===== src/rtl/bcast_pkg.sv =====
// rtl/bcast_pkg.sv - shared state encoding and default widths for the operand broadcaster
package bcast_pkg;

    localparam int DEF_BLOCK_WIDTH = 128;
    localparam int DEF_TAG_WIDTH   = 12;
    localparam int DEF_INSTR_WIDTH = 7;
    localparam int LANE_WIDTH      = 16;

    typedef enum logic [2:0] {
        IDLE,
        CONFIG,
        FETCH,
        WAIT,
        SEND
    } state_t;

endpackage


===== src/rtl/tag_seq.sv =====
// rtl/tag_seq.sv - load/step tag counter with modulo-2^W stride add
module tag_seq #(
    parameter int W = 12
) (
    input  logic         clk,
    input  logic         rst,
    input  logic         load,
    input  logic         step,
    input  logic [W-1:0] base,
    input  logic [W-1:0] stride,
    output logic [W-1:0] tag,
    output logic [W-1:0] tag_next
);

    logic [W-1:0] stride_q;

    // Truncation to W bits gives the silent wrap-around the stripes expect.
    assign tag_next = tag + stride_q;

    always_ff @(posedge clk) begin
        if (rst) begin
            stride_q <= '0;
            tag      <= '0;
        end else if (load) begin
            stride_q <= stride;
            tag      <= base;
        end else if (step) begin
            tag <= tag_next;
        end
    end

endmodule


===== src/rtl/operand_broadcaster.sv =====
// rtl/operand_broadcaster.sv - stripe operand bus transmitter (BCAST_STATS_EN adds beat/stall counters)
module operand_broadcaster
    import bcast_pkg::*;
#(
    parameter int BLOCK_WIDTH = bcast_pkg::DEF_BLOCK_WIDTH,
    parameter int TAG_WIDTH   = bcast_pkg::DEF_TAG_WIDTH,
    parameter int INSTR_WIDTH = bcast_pkg::DEF_INSTR_WIDTH
) (
    input  logic                   clk,
    input  logic                   rst,
    input  logic                   job_valid,
    output logic                   job_ready,
    input  logic [INSTR_WIDTH-1:0] job_instr,
    input  logic [TAG_WIDTH-1:0]   job_base_a,
    input  logic [TAG_WIDTH-1:0]   job_base_b,
    input  logic [TAG_WIDTH-1:0]   job_stride_a,
    input  logic [TAG_WIDTH-1:0]   job_stride_b,
    input  logic [TAG_WIDTH-1:0]   job_count,
    output logic                   mem_rd,
    output logic [TAG_WIDTH-1:0]   mem_addr_a,
    output logic [TAG_WIDTH-1:0]   mem_addr_b,
    input  logic [BLOCK_WIDTH-1:0] mem_rdata_a,
    input  logic [BLOCK_WIDTH-1:0] mem_rdata_b,
    output logic                   en_tag_write,
    output logic [INSTR_WIDTH-1:0] instr_OUT,
    output logic [TAG_WIDTH-1:0]   strideA_OUT,
    output logic [TAG_WIDTH-1:0]   strideB_OUT,
    output logic [TAG_WIDTH-1:0]   iter_count_OUT,
    output logic [TAG_WIDTH-1:0]   iter_lim_OUT,
    output logic [TAG_WIDTH-1:0]   tagA_OUT,
    output logic [TAG_WIDTH-1:0]   tagB_OUT,
    output logic                   bus_valid,
    input  logic                   bus_ready,
    output logic [BLOCK_WIDTH-1:0] d0_OUT,
    output logic [BLOCK_WIDTH-1:0] d1_OUT,
    output logic                   job_done
`ifdef BCAST_STATS_EN
    ,
    output logic [31:0]            stat_beats,
    output logic [31:0]            stat_stalls
`endif
);

    state_t               state;
    logic [TAG_WIDTH-1:0] remaining;
    logic [TAG_WIDTH-1:0] tag_a, tag_a_next, tag_b, tag_b_next;
    logic                 seq_load, seq_step;

    assign seq_load = (state == IDLE) && job_valid;
    assign seq_step = (state == SEND) && bus_ready;

    tag_seq #(.W(TAG_WIDTH)) u_seq_a (
        .clk(clk), .rst(rst), .load(seq_load), .step(seq_step),
        .base(job_base_a), .stride(job_stride_a), .tag(tag_a), .tag_next(tag_a_next)
    );

    tag_seq #(.W(TAG_WIDTH)) u_seq_b (
        .clk(clk), .rst(rst), .load(seq_load), .step(seq_step),
        .base(job_base_b), .stride(job_stride_b), .tag(tag_b), .tag_next(tag_b_next)
    );

    always_ff @(posedge clk) begin
        if (rst) begin
            state          <= IDLE;
            remaining      <= '0;
            job_ready      <= 1'b1;
            mem_rd         <= 1'b0;
            mem_addr_a     <= '0;
            mem_addr_b     <= '0;
            en_tag_write   <= 1'b0;
            instr_OUT      <= '0;
            strideA_OUT    <= '0;
            strideB_OUT    <= '0;
            iter_count_OUT <= '0;
            iter_lim_OUT   <= '0;
            tagA_OUT       <= '0;
            tagB_OUT       <= '0;
            bus_valid      <= 1'b0;
            d0_OUT         <= '0;
            d1_OUT         <= '0;
            job_done       <= 1'b0;
        end else begin
            en_tag_write <= 1'b0;
            job_done     <= 1'b0;
            case (state)
                IDLE: begin
                    if (job_valid) begin
                        job_ready      <= 1'b0;
                        en_tag_write   <= 1'b1;
                        instr_OUT      <= job_instr;
                        strideA_OUT    <= job_stride_a;
                        strideB_OUT    <= job_stride_b;
                        iter_count_OUT <= '0;
                        iter_lim_OUT   <= job_count;
                        tagA_OUT       <= job_base_a;
                        tagB_OUT       <= job_base_b;
                        remaining      <= job_count;
                        state          <= CONFIG;
                    end
                end
                CONFIG: begin
                    instr_OUT    <= '0;
                    strideA_OUT  <= '0;
                    strideB_OUT  <= '0;
                    iter_lim_OUT <= '0;
                    tagA_OUT     <= '0;
                    tagB_OUT     <= '0;
                    if (remaining == '0) begin
                        job_done  <= 1'b1;
                        job_ready <= 1'b1;
                        state     <= IDLE;
                    end else begin
                        mem_rd     <= 1'b1;
                        mem_addr_a <= tag_a;
                        mem_addr_b <= tag_b;
                        state      <= FETCH;
                    end
                end
                FETCH: begin
                    mem_rd     <= 1'b0;
                    mem_addr_a <= '0;
                    mem_addr_b <= '0;
                    state      <= WAIT;
                end
                WAIT: begin
                    d0_OUT    <= mem_rdata_a;
                    d1_OUT    <= mem_rdata_b;
                    tagA_OUT  <= tag_a;
                    tagB_OUT  <= tag_b;
                    bus_valid <= 1'b1;
                    state     <= SEND;
                end
                SEND: begin
                    if (bus_ready) begin
                        bus_valid <= 1'b0;
                        d0_OUT    <= '0;
                        d1_OUT    <= '0;
                        tagA_OUT  <= '0;
                        tagB_OUT  <= '0;
                        remaining <= remaining - 1'b1;
                        if (remaining == TAG_WIDTH'(1)) begin
                            job_done  <= 1'b1;
                            job_ready <= 1'b1;
                            state     <= IDLE;
                        end else begin
                            // Tag counters step on this same edge, so fetch from the stepped values.
                            mem_rd     <= 1'b1;
                            mem_addr_a <= tag_a_next;
                            mem_addr_b <= tag_b_next;
                            state      <= FETCH;
                        end
                    end
                end
                default: state <= IDLE;
            endcase
        end
    end

`ifdef BCAST_STATS_EN
    always_ff @(posedge clk) begin
        if (rst) begin
            stat_beats  <= '0;
            stat_stalls <= '0;
        end else if (state == SEND) begin
            if (bus_ready) stat_beats <= stat_beats + 32'd1;
            else           stat_stalls <= stat_stalls + 32'd1;
        end
    end
`endif

endmodule

===== config.mk =====
export PLATFORM = sky130hd
export DESIGN_NAME = operand_broadcaster
export DESIGN_NICKNAME = d
export VERILOG_FILES = /design/src/rtl/bcast_pkg.sv /design/src/rtl/tag_seq.sv /design/src/rtl/operand_broadcaster.sv
export SDC_FILE = /design/constraint.sdc
export NUM_CORES = 1
export LEC_CHECK = 0
export BUFFER_PORTS_ARGS = -buffer_cell sky130_fd_sc_hd__buf_2
export CAP_MARGIN = 10
export CORE_AREA = 2 2 271 273
export CTS_BUF_LIST = sky130_fd_sc_hd__clkbuf_4 sky130_fd_sc_hd__clkbuf_8
export DETAILED_ROUTE_END_ITERATION = 8
export DIE_AREA = 0 0 273 275
export GPL_TIMING_DRIVEN = 0
export SLEW_MARGIN = 20
export SYNTH_ARGS = -nofsm -noshare
export SYNTH_HDL_FRONTEND = slang
export SYNTH_SLANG_ARGS = --single-unit

===== constraint.sdc =====
create_clock -name clk -period 3.1 [get_ports clk]
set_clock_uncertainty 0.15 [all_clocks]
set_input_delay 0.465 -clock clk [delete_from_list [all_inputs] [get_ports clk]]
set_output_delay 0.465 -clock clk [all_outputs]
set_load 0.02 [all_outputs]

==> results of run 1 <==
[repair_timing]
| action | in CTS | in global routing |
|---|---|---|
| hold buffers | 325 | 0 |
| endpoints found under the setup margin | 280 | 156 |
| gates resized for setup | 9 | 34 |
| pin swaps | 0 | 0 |
| gates cloned | 0 | 0 |
| endpoints found under the hold margin | 354 | 0 |
[report_power, final]
group / internal (µW) / switching (µW)
Clock: 3000 / 2460
Combinational: 861 / 1160
Sequential: 5550 / 168
[synthesized netlist by cell type (all sizes together), types with 7 or more instances]
cell	number
a221oi	11
a22oi	312
inv	11
o211ai	7
nor2	361
xor2	7
nor3	7
buf	18
xnor2	13
a21oi	96
clkbuf	146
a211oi	54
nand3	10
ha	25
nand2	115
dfxtp	415
o21ai	27
a22o	18
[worst paths after layout]
| path | end | slack [ps] |
|---|---|---|
| min | strideA_OUT[7] | 300 |
| max reg2reg | d0_OUT[6] | 190 |
| max | d0_OUT[6] | 190 |
| min reg2reg | strideA_OUT[7] | 300 |
[final cells by class]
cell class	count	share of cell area
clock buffers	113	0.0562
well taps	959	0.0476
diodes	10	0.000993
clock inverters	12	0.00516
inverters	11	0.00164
flip-flops and latches	415	0.330
repair buffers	1002	0.263
multi-input cells	1160	0.267
plain buffers	164	0.0280
[metal layers]
| layer | GRT usage | wire length (µm) |
|---|---|---|
| met5 | 0 | 27 |
| met1 | 0.233 | 30900 |
| met3 | 0.0559 | 7130 |
| met2 | 0.333 | 37700 |
| met4 | 0.0989 | 3600 |
[cell families (layout without fill, tap and decap cells)]
| group | after synthesis | in the layout |
|---|---|---|
| and+or+nand+nor | 534 | 534 |
| adders and majority gates | 27 | 27 |
| other | 1 | 22 |
| AOI/OAI and AO/OA | 566 | 566 |
| xor gates and xnor gates | 20 | 20 |
| DFF | 415 | 415 |
| muxes | 1 | 1 |
| buffers and inverters | 175 | 1302 |
[through the flow]
stage	std cells	worst slack, ps	total power, µW	cell area, µm²	util
4_1_cts	3836	11.9	13300	25200	0.348
5_1_grt	3843	3.36	13700	25200	0.348
3_3_place_gp	3386	-559	7460	20300	0.281
6_report	3846	192	13200	25200	0.348
3_5_place_dp	3386	-537	7470	20300	0.281
2_1_floorplan	1750	721	6710	15800	-
[registers in the layout, indices dropped and copies added, names as in the netlist, 3 cells and up]
name	cells
u_seq_a.tag	12
strideB_OUT	12
instr_OUT	7
u_seq_b.tag	12
iter_lim_OUT	12
state	3
u_seq_a.stride_q	12
d0_OUT	128
tagB_OUT	12
strideA_OUT	12
d1_OUT	128
remaining	12
tagA_OUT	12
mem_addr_b	12
mem_addr_a	12
u_seq_b.stride_q	12
[worst min-delay path: stages (launching register included)]
cell and delay (ps):
dfxtp_1 300, nand2_1 50, a21oi_1 50
==> metrics.md, run 1 <==
| Metric | Value |
|---|---|
| Run status | finished clean |
| Family with the most delay on the worst path | buffers and inverters |
| Number of antenna violations at the first check in global routing | 12 |
| Asr flop ratio synth | 0 |
| Count of buffers from port buffering | slightly below 700 |
| Number of buffers and inverters on the critical path | 3 |
| Top library cells by usage in the layout, fill and taps aside | buf_2 (679), dfxtp_1 (415), nor2_1 (359) |
| Hold path startpoint | strideA_OUT[7] |
| Area fraction in and, or, nand and nor cells after synthesis | 0.137 |
| Required time worst endpoint | between 3000 and 4000 ps |
| Total count of hold-check failures in the final report | 0 |
| Total CTS buffers | 74 |
| Per-cell via count in the routed design | 4.73 |
| Critical Path Slowest Stage Cell | clkbuf_1 |
| Overall track demand over capacity in global routing | 0.199 |
| Final setup violation count | 0 |
| Placer's final routability congestion estimate | 0.920 |
| Primary flip-flop cell chosen by synthesis mapping | dfxtp_1 |
| Cell count after synthesis | 1,739 |
| Post-CTS setup buffer count | 0 |
| Wire length of the first global-routing pass | 112,000 µm |
| Synth Area in XOR/XNOR | 0.0111 |
| Number of filler cells placed in the layout | around 7,400 |
| Cell accounting for the most synthesized area | dfxtp_1 |
| Reg2Reg Launch Point | state[1] |
| Maximum single-stage delay on the critical path | 550 ps |
| Distinct cell type count of the synthesized netlist | 58 |
| Clk slew on worst S/H paths | 60 ps |
| Source-to-sink clock delay at the later pin of the worst-skew pair | 660 ps |
| Clock Tree Root | clkbuf_8 |
| Number of primary I/O pins | between 600 and 700 |
| HPWL after detailed placement | ~58,000 µm |
| Fin. max-slew vios | 0 |
| Maximum clock path buffer count | 3 |
| Multiplexer share of the synthesized area | 0.000637 |
| CTS tree | done |
| Setup repair after global routing missed its margin | no |
| Worst slew margin relative to its limit | 0.351 |
| Synthesized flop and latch total | 415 |
| IR Drop Worst-Case VDD | 0.330 mV |
| Worst min-delay path category | flop to flop |
| Hold path cells | 2 |
| PwrDens | 524 nW/µm² |
| Max-capacitance violation count | 0 |
| Crit Path Category | flop to flop |
| Number of iterations in the first detailed-routing pass | 6 |
| DRT Wirelength | 79,400 µm |
| Netlist Area Pre-Place | approximately 16,000 µm² |
| Setup TNS | 0 ps |
| Initial standard-cell utilization of the core | 0.217 |
| Multi-input gate area in the final layout | 6740 µm² |
| Worst r2r path cells | 8 |
| Std cell rows | 99 |
| Number of clock sinks seen by CTS | 415 |
| Startpoint Class | flop |
| Leading cell type in the layout, fill and taps excluded | buf_2 |
| Leak Pwr | around 0.011 µW |
| Arithmetic-cell share of the synthesized area counting full adders, half adders and majority gates | 0.0224 |
| Die width | 273 µm |
| Synth warnings | 0 |
| Number of global-route vias before repair | 17,700 |
| Antenna Violating Nets Remaining | 0 |
| Slew of the pin with the lowest slew margin | 973 ps |
| Area of the die | 75,100 µm² |
| Largest net degree at the start of global routing | 12 |
| CORE AREA | around 72,000 µm² |
| Cells traversed along the worst timing path | nor3b_1 > and2_1 > clkbuf_2 > nor2_2 > clkbuf_2 > clkbuf_1 > a22oi_1 > nor2_1 |
| Average cell area after synthesis | around 9.0 µm² |
| Count of H-tree levels built during CTS | 3 |
| Instance count on the critical path | 8 |
| Final cycle utilization of the critical path | 0.938 |
| Minimum period implied by the final worst setup slack | 2910 ps |
| Critical-path maximum fanout | 10 |
| Wire length per cell after detailed routing | 20.6 µm |
| Worst setup EP type | flop |
| Biggest area contributors in the synthesized netlist | dfxtp_1 (53%), a22oi_1 (15%), nor2_1 (8.6%), clkbuf_1 (3.5%), a21oi_1 (3.1%) |
| Vert. Die Dim | 275 µm |
| Crit path top cell by count | clkbuf_2 |
| Iteration-0 DRC count of the detailed router | 1,383 |
| Worst Path Arrival | 3340 ps |
| Sequential cell area fraction in the yosys report | 0.529 |
| Fraction of synthesized cell area taken by the top area cell type | 0.529 |
| Total global routing overflow | 0 |
| Hold Slack | 302 ps |
| Area growth syn-to-layout | 60.4% |
| Number of vias after detailed routing | 18,200 |
| Share of cells above drive strength 1 | 0.294 |
| Number of nets in the layout | between 3,000 and 4,000 |
| First element of the critical path | state[1] |
| Upper clock frequency limit | 344 MHz |
| Post-synth EDFFs | 0 |
| Largest family of logic cells by synthesized area | compound AO/OA/AOI/OAI gates |
| Register cell area after layout | 8310 µm² |
| Number of design rule violations left after detail routing | 0 |
| Post-synthesis compound-gate area fraction | 0.254 |
No activity file was read; power rests on OpenSTA's default activity.
==> inputs of run 2 (changes only) <==
- CELL_PAD_IN_SITES_DETAIL_PLACEMENT: not set -> 1
- CELL_PAD_IN_SITES_GLOBAL_PLACEMENT: not set -> 1
- CORE_AREA: 2 2 271 273 -> 2 2 272 274
- DIE_AREA: 0 0 273 275 -> 0 0 274 276
- PLACE_DENSITY: not set -> 0.56
==> metrics.md, run 2 (synthesized netlist as in run 1, its figures left out) <==
| Metric | Value |
|---|---|
| Number of primary I/O pins | 691 |
| Clock Tree Root | clkbuf_8 |
| Area of the die | around 76,000 µm² |
| Wire length of the first global-routing pass | between 100,000 and 150,000 µm |
| CORE AREA | a little over 70,000 µm² |
| Initial standard-cell utilization of the core | 0.217 |
| Worst min-delay path category | primary input to flop |
| Overall track demand over capacity in global routing | 0.224 |
| Final instance area | 25,300 µm² |
| Setup TNS | 0 ps |
| Per-cell via count in the routed design | 4.71 |
| Worst slack, placed | -657 ps |
| Net Switching | 3900 µW |
| Crit Path Category | flop to flop |
| Number of buffers and inverters on the critical path | 3 |
| Vert. Die Dim | 276 µm |
| Upper clock frequency limit | between 300 and 400 MHz |
| PwrDens | 534 nW/µm² |
| Number of iterations in the first detailed-routing pass | 5 |
| Family with the most delay on the worst path | buffers and inverters |
| Number of global-route vias before repair | 19,700 |
| Share of cells above drive strength 1 | 0.297 |
| Antenna Violating Nets Remaining | 0 |
| Cell Area, Placed | about 20,000 µm² |
| Placer's final routability congestion estimate | 0.902 |
| Number of design rule violations left after detail routing | 0 |
| Iteration-0 DRC count of the detailed router | 1,031 |
| HPWL after detailed placement | 67,600 µm |
| Area growth syn-to-layout | 61.0% |
| IR Drop Worst-Case VDD | between 0.2 and 0.3 mV |
| Slew of the pin with the lowest slew margin | 822 ps |
| Top library cells by usage in the layout, fill and taps aside | buf_2 (679), dfxtp_1 (415), nor2_1 (357) |
| Maximum single-stage delay on the critical path | 470 ps |
| Max-capacitance violation count | 0 |
| Fin. max-slew vios | 0 |
| Number of antenna violations at the first check in global routing | 27 |
| Clk slew on worst S/H paths | 60 ps |
| Cells traversed along the worst timing path | nor3b_1 > and2_1 > clkbuf_2 > nor2_2 > clkbuf_2 > buf_1 > a22oi_1 > nor2_1 |
| Final setup violation count | 0 |
| Total CTS buffers | 80 |
| Cell-internal power | 9620 µW |
| Setup WS post-layout | about 210 ps |
| Leading cell type in the layout, fill and taps excluded | buf_2 |
| Fraction of power consumed by the clock network | 0.426 |
| Largest registers | d0_OUT x128, d1_OUT x128 |
| Leak Pwr | about 0.011 µW |
| Switching portion of total power | 0.288 |
| Crit path top cell by count | clkbuf_2 |
| Die width | between 200 and 300 µm |
| CTS tree | done |
| Count of buffers from port buffering | 677 |
| Worst slew margin relative to its limit | 0.452 |
| Largest net degree at the start of global routing | 13 |
| Hold path cells | 3 |
| Setup repair after global routing missed its margin | no |
| Worst setup EP type | flop |
| Number of nets in the layout | ~3,200 |
| Worst r2r path cells | 8 |
| Critical Path Slowest Stage Cell | clkbuf_2 |
| Final cycle utilization of the critical path | 0.931 |
| Sequential Power Share | 0.423 |
| Number of vias after detailed routing | roughly 18,000 |
| Post-Route Utilization | 0.349 |
| Critical-path maximum fanout | 11 |
| Total count of hold-check failures in the final report | 0 |
| Startpoint Class | flop |
| Maximum clock path buffer count | 3 |
| Required time worst endpoint | 3550 ps |
| Instance count on the critical path | 8 |
| Source-to-sink clock delay at the later pin of the worst-skew pair | 680 ps |
| Std cell rows | 99 |
| Wire length per cell after detailed routing | 22.7 µm |
| Worst Path Arrival | 3340 ps |
| Minimum period implied by the final worst setup slack | 2890 ps |
| Run status | finished clean |
| Comb power frac | 0.150 |
| Number of clock sinks seen by CTS | 415 |
| Count of H-tree levels built during CTS | 3 |
| DRT Wirelength | about 88,000 µm |
| Total global routing overflow | 0 |
## run 2: cell count changes in the layout (fill, tap and decap cells not counted), sizes merged
cell / before / now
buf: 698 / 696
bufinv: 1 / 2
clkbuf: 256 / 265
clkinv: 7 / 5
clkinvlp: 3 / 2
diode: 10 / 20
dlygate4sd3: 325 / 323
inv: 12 / 15
## run 2: layer usage
| metal | vias up | wire length, µm | GRT usage |
|---|---|---|---|
| li1 | 8437 | - | - |
| met1 | 8913 | 32900 | 0.240 |
| met2 | 649 | 44200 | 0.394 |
| met3 | 187 | 6510 | 0.0657 |
| met4 | 4 | 4090 | 0.115 |
| met5 | - | 28 | 0 |
## run 2: through the flow
step,hold slack (ps),cells,total power [µW]
6_report,70.3,3862,13500
4_1_cts,3.91,3842,13700
3_3_place_gp,292,3386,7470
2_1_floorplan,288,1750,6710
3_5_place_dp,298,3386,7510
5_1_grt,49.0,3857,14100
## run 2: cell type report
type,count,area [µm²]
fillers,8751,47300
flip-flops and latches,415,8310
multi-input cells,1160,6740
repair buffers,1000,6620
clock buffers,120,1480
well taps,959,1200
plain buffers,164,701
clock inverters,13,156
diodes,20,50.0
inverters,11,41.3
## run 2: path summary, 6_finish.rpt
kind                     endpoint      startpoint  slack [ps]
setup / recovery       d0_OUT[90]        state[1]         210
hold / removal    u_seq_a.tag[10]  job_base_a[10]          70
setup reg to reg       d0_OUT[90]        state[1]         210
hold reg to reg    strideA_OUT[8]  strideA_OUT[8]         300
## run 2: worst min-delay path: cells and delay by family
family / cells / cell delay (ps)
buffers and inverters: 1 / 130
AOI/OAI and AO/OA: 2 / 240
## run 2: power by group through the flow
stage                     registers (µW)  logic [µW]  clock network [µW]
after global routing                5740        2210                6180
after CTS                           5720        2040                5930
after global placement              5830        1640                   0
after detailed placement            5840        1680                   0
after floorplan                     5960         748                   0
final                               5720        2030                5760
## run 2: timing repair
| item | in CTS | in global routing |
|---|---|---|
| hold endpoints to repair | 350 | 0 |
| gates resized for setup | 11 | 27 |
| hold buffers | 323 | 0 |
| setup buffers | 0 | 0 |
| setup endpoints to repair | 282 | 151 |
| gates cloned | 0 | 0 |
==> inputs of run 3 (changes only) <==
- ABC_AREA: not set -> 1
- GPL_TIMING_DRIVEN: 0 -> not set
- PLACE_DENSITY: 0.56 -> 0.61
==> metrics.md, run 3 <==
| Metric | Value |
|---|---|
| Run status | finished clean |
| Final cycle utilization of the critical path | 0.922 |
| Max-capacitance violation count | 0 |
| Vert. Die Dim | 276 µm |
| Source-to-sink clock delay at the later pin of the worst-skew pair | 660 ps |
| Final setup violation count | 0 |
| Largest registers | d0_OUT x128, d1_OUT x128 |
| Primary flip-flop cell chosen by synthesis mapping | dfxtp_1 |
| CORE AREA | 72,600 µm² |
| Wire length per cell after detailed routing | between 20 and 25 µm |
| Number of vias after detailed routing | 21,200 |
| Post-synth EDFFs | 0 |
| Fin. max-slew vios | 0 |
| Number of clock sinks seen by CTS | around 420 |
| Average cell area after synthesis | 7.55 µm² |
| Total global routing overflow | 0 |
| Upper clock frequency limit | 350 MHz |
| Maximum clock path buffer count | 3 |
| Number of global-route vias before repair | roughly 23,000 |
| Count of buffers from port buffering | 678 |
| Number of design rule violations left after detail routing | 0 |
| Die width | 274 µm |
| Leak Pwr | about 0.012 µW |
| DRT Wirelength | 87,700 µm |
| Most frequent cells after synthesis | nand3_1 (580), dfxtp_1 (415), a21oi_1 (371), nand2_1 (287), inv_1 (161) |
| Worst Path Arrival | 3320 ps |
| Hold path cells | 4 |
| Synthesized flop and latch total | 415 |
| Met3 track utilization from global routing | 0.0491 |
| Crit Path Category | flop to flop |
| Required time worst endpoint | 3560 ps |
| Fraction of power consumed by the clock network | 0.381 |
| Setup TNS | 0 ps |
| Worst slew margin relative to its limit | 0.286 |
| Netlist Area Pre-Place | 17,700 µm² |
| PwrDens | 588 nW/µm² |
| Clock Tree Root | clkbuf_8 |
| Antenna Violating Nets Remaining | 0 |
| Total count of hold-check failures in the final report | 0 |
| Cell accounting for the most synthesized area | dfxtp_1 |
| Worst r2r path cells | 8 |
| Startpoint Class | flop |
| Cell Area, Placed | 21,700 µm² |
| Synth warnings | 0 |
| Cell count after synthesis | 2,347 |
| Critical-path maximum fanout | 179 |
| Cell-internal power | 10,500 µW |
| Overall track demand over capacity in global routing | 0.224 |
| Slew of the pin with the lowest slew margin | 1070 ps |
| Top library cells by usage in the layout, fill and taps aside | buf_2 (677), nand3_1 (579), dfxtp_1 (414) |
| Sequential cell area fraction in the yosys report | 0.469 |
| Number of nets in the layout | 3,644 |
| Distinct cell type count of the synthesized netlist | 41 |
| Area of the die | 75,600 µm² |
| Asr flop ratio synth | 0 |
| Total CTS buffers | 81 |
| Final instance area | 27,000 µm² |
| Initial standard-cell utilization of the core | 0.244 |
| Switching portion of total power | 0.340 |
| Placer's final routability congestion estimate | 0.896 |
| Leading cell type in the layout, fill and taps excluded | buf_2 |
| Comb power frac | 0.237 |
| Largest net degree at the start of global routing | 180 |
| Setup repair after global routing missed its margin | no |
| Fraction of synthesized cell area taken by the top area cell type | 0.469 |
| Number of primary I/O pins | 691 |
| Worst min-delay path category | primary input to flop |
| Most frequent cell after synthesis | nand3_1 |
| Gr busiest metal | met2 |
| Net Switching | 5410 µW |
| CTS tree | done |
| Count of H-tree levels built during CTS | 3 |
| Worst setup EP type | flop |
| Number of iterations in the first detailed-routing pass | 5 |
| Iteration-0 DRC count of the detailed router | 932 |
| Sequential Power Share | 0.382 |
| Area growth syn-to-layout | 52.7% |
| Std cell rows | 99 |
| IR Drop Worst-Case VDD | 0.295 mV |
| Number of antenna violations at the first check in global routing | 13 |
| GR Layer Usage met1 | 0.252 |
| Clk slew on worst S/H paths | 60 ps |
| Share of cells above drive strength 1 | 0.262 |
| Per-cell via count in the routed design | just under 5 |
| Routing usage on met2 | 0.393 |
| Biggest area contributors in the synthesized netlist | dfxtp_1 (47%), nand3_1 (16%), a21oi_1 (10%), nand2_1 (6.1%), inv_1 (3.4%) |
| Minimum period implied by the final worst setup slack | 2860 ps |
| HPWL after detailed placement | 58,300 µm |
| Wire length of the first global-routing pass | 134,000 µm |
run 3: metrics by stage:
stage / power, µW / hold WS [ps] / instances / util / setup WS, ps
after floorplan: 8230 / 299 / 2358 / - / 1230
after global placement: 9520 / 285 / 3815 / 0.300 / 590
after detailed placement: 9590 / 289 / 3815 / 0.300 / 443
after CTS: 16100 / 10.0 / 4309 / 0.372 / 285
after global routing: 16700 / 78.0 / 4317 / 0.372 / 124
final: 15900 / 84.4 / 4321 / 0.373 / 243
run 3: layer usage:
layer  up-vias  wire length, µm
met1     10300            34400
met5         -               13
met4         2             4440
met2       755            43600
met3       231             5210
li1       9912                -
run 3: path summary, 6_finish.rpt:
path | start | end | slack (ps)
worst max register to register | state[2] | d0_OUT[110] | 240
worst min-delay path | bus_ready | state[2] | 80
worst min register to register | tagB_OUT[1] | tagB_OUT[1] | 300
worst max-delay path | state[2] | d0_OUT[110] | 240
run 3: final cells by class:
cell class,count,area (µm²)
multi-input combinational,1562,7860
antenna,12,30.0
tap,959,1200
clock inverter,19,209
timing repair buffer,1060,7240
clock buffer,124,1540
inverter,170,653
sequential,415,8310
fill,8985,45500
run 3: timing repair:
| action | in CTS | in global routing |
|---|---|---|
| gates resized for setup | 0 | 0 |
| endpoints found under the hold margin | 343 | 0 |
| setup buffers | 0 | 0 |
| hold buffers | 351 | 0 |
run 3: power by group through the flow:
| stage | combinational (µW) | sequential, µW | clock (µW) |
|---|---|---|---|
| 2_1_floorplan | 1740 | 6490 | 0 |
| 6_report | 3770 | 6080 | 6060 |
| 4_1_cts | 3770 | 6080 | 6230 |
| 5_1_grt | 4110 | 6130 | 6470 |
| 3_3_place_gp | 3340 | 6170 | 0 |
| 3_5_place_dp | 3400 | 6190 | 0 |
run 3: logic make-up after synthesis:
family | share of synthesized area
compound gates | 0.154
xor+xnor | 0.00396
fa+ha+maj | 0.0199
buf+inv | 0.0904
flops | 0.469
other cells | 0.000212
simple gates | 0.263
run 3: critical path, cell delays in order, from the launching register on:
cell           delay, ps
dfxtp_1              400
inv_1                130
nand2_1              180
inv_8                 70
nand2_4              220
buf_12               470
nand3_1              170
a21oi_1              180
dlygate4sd3_1        580
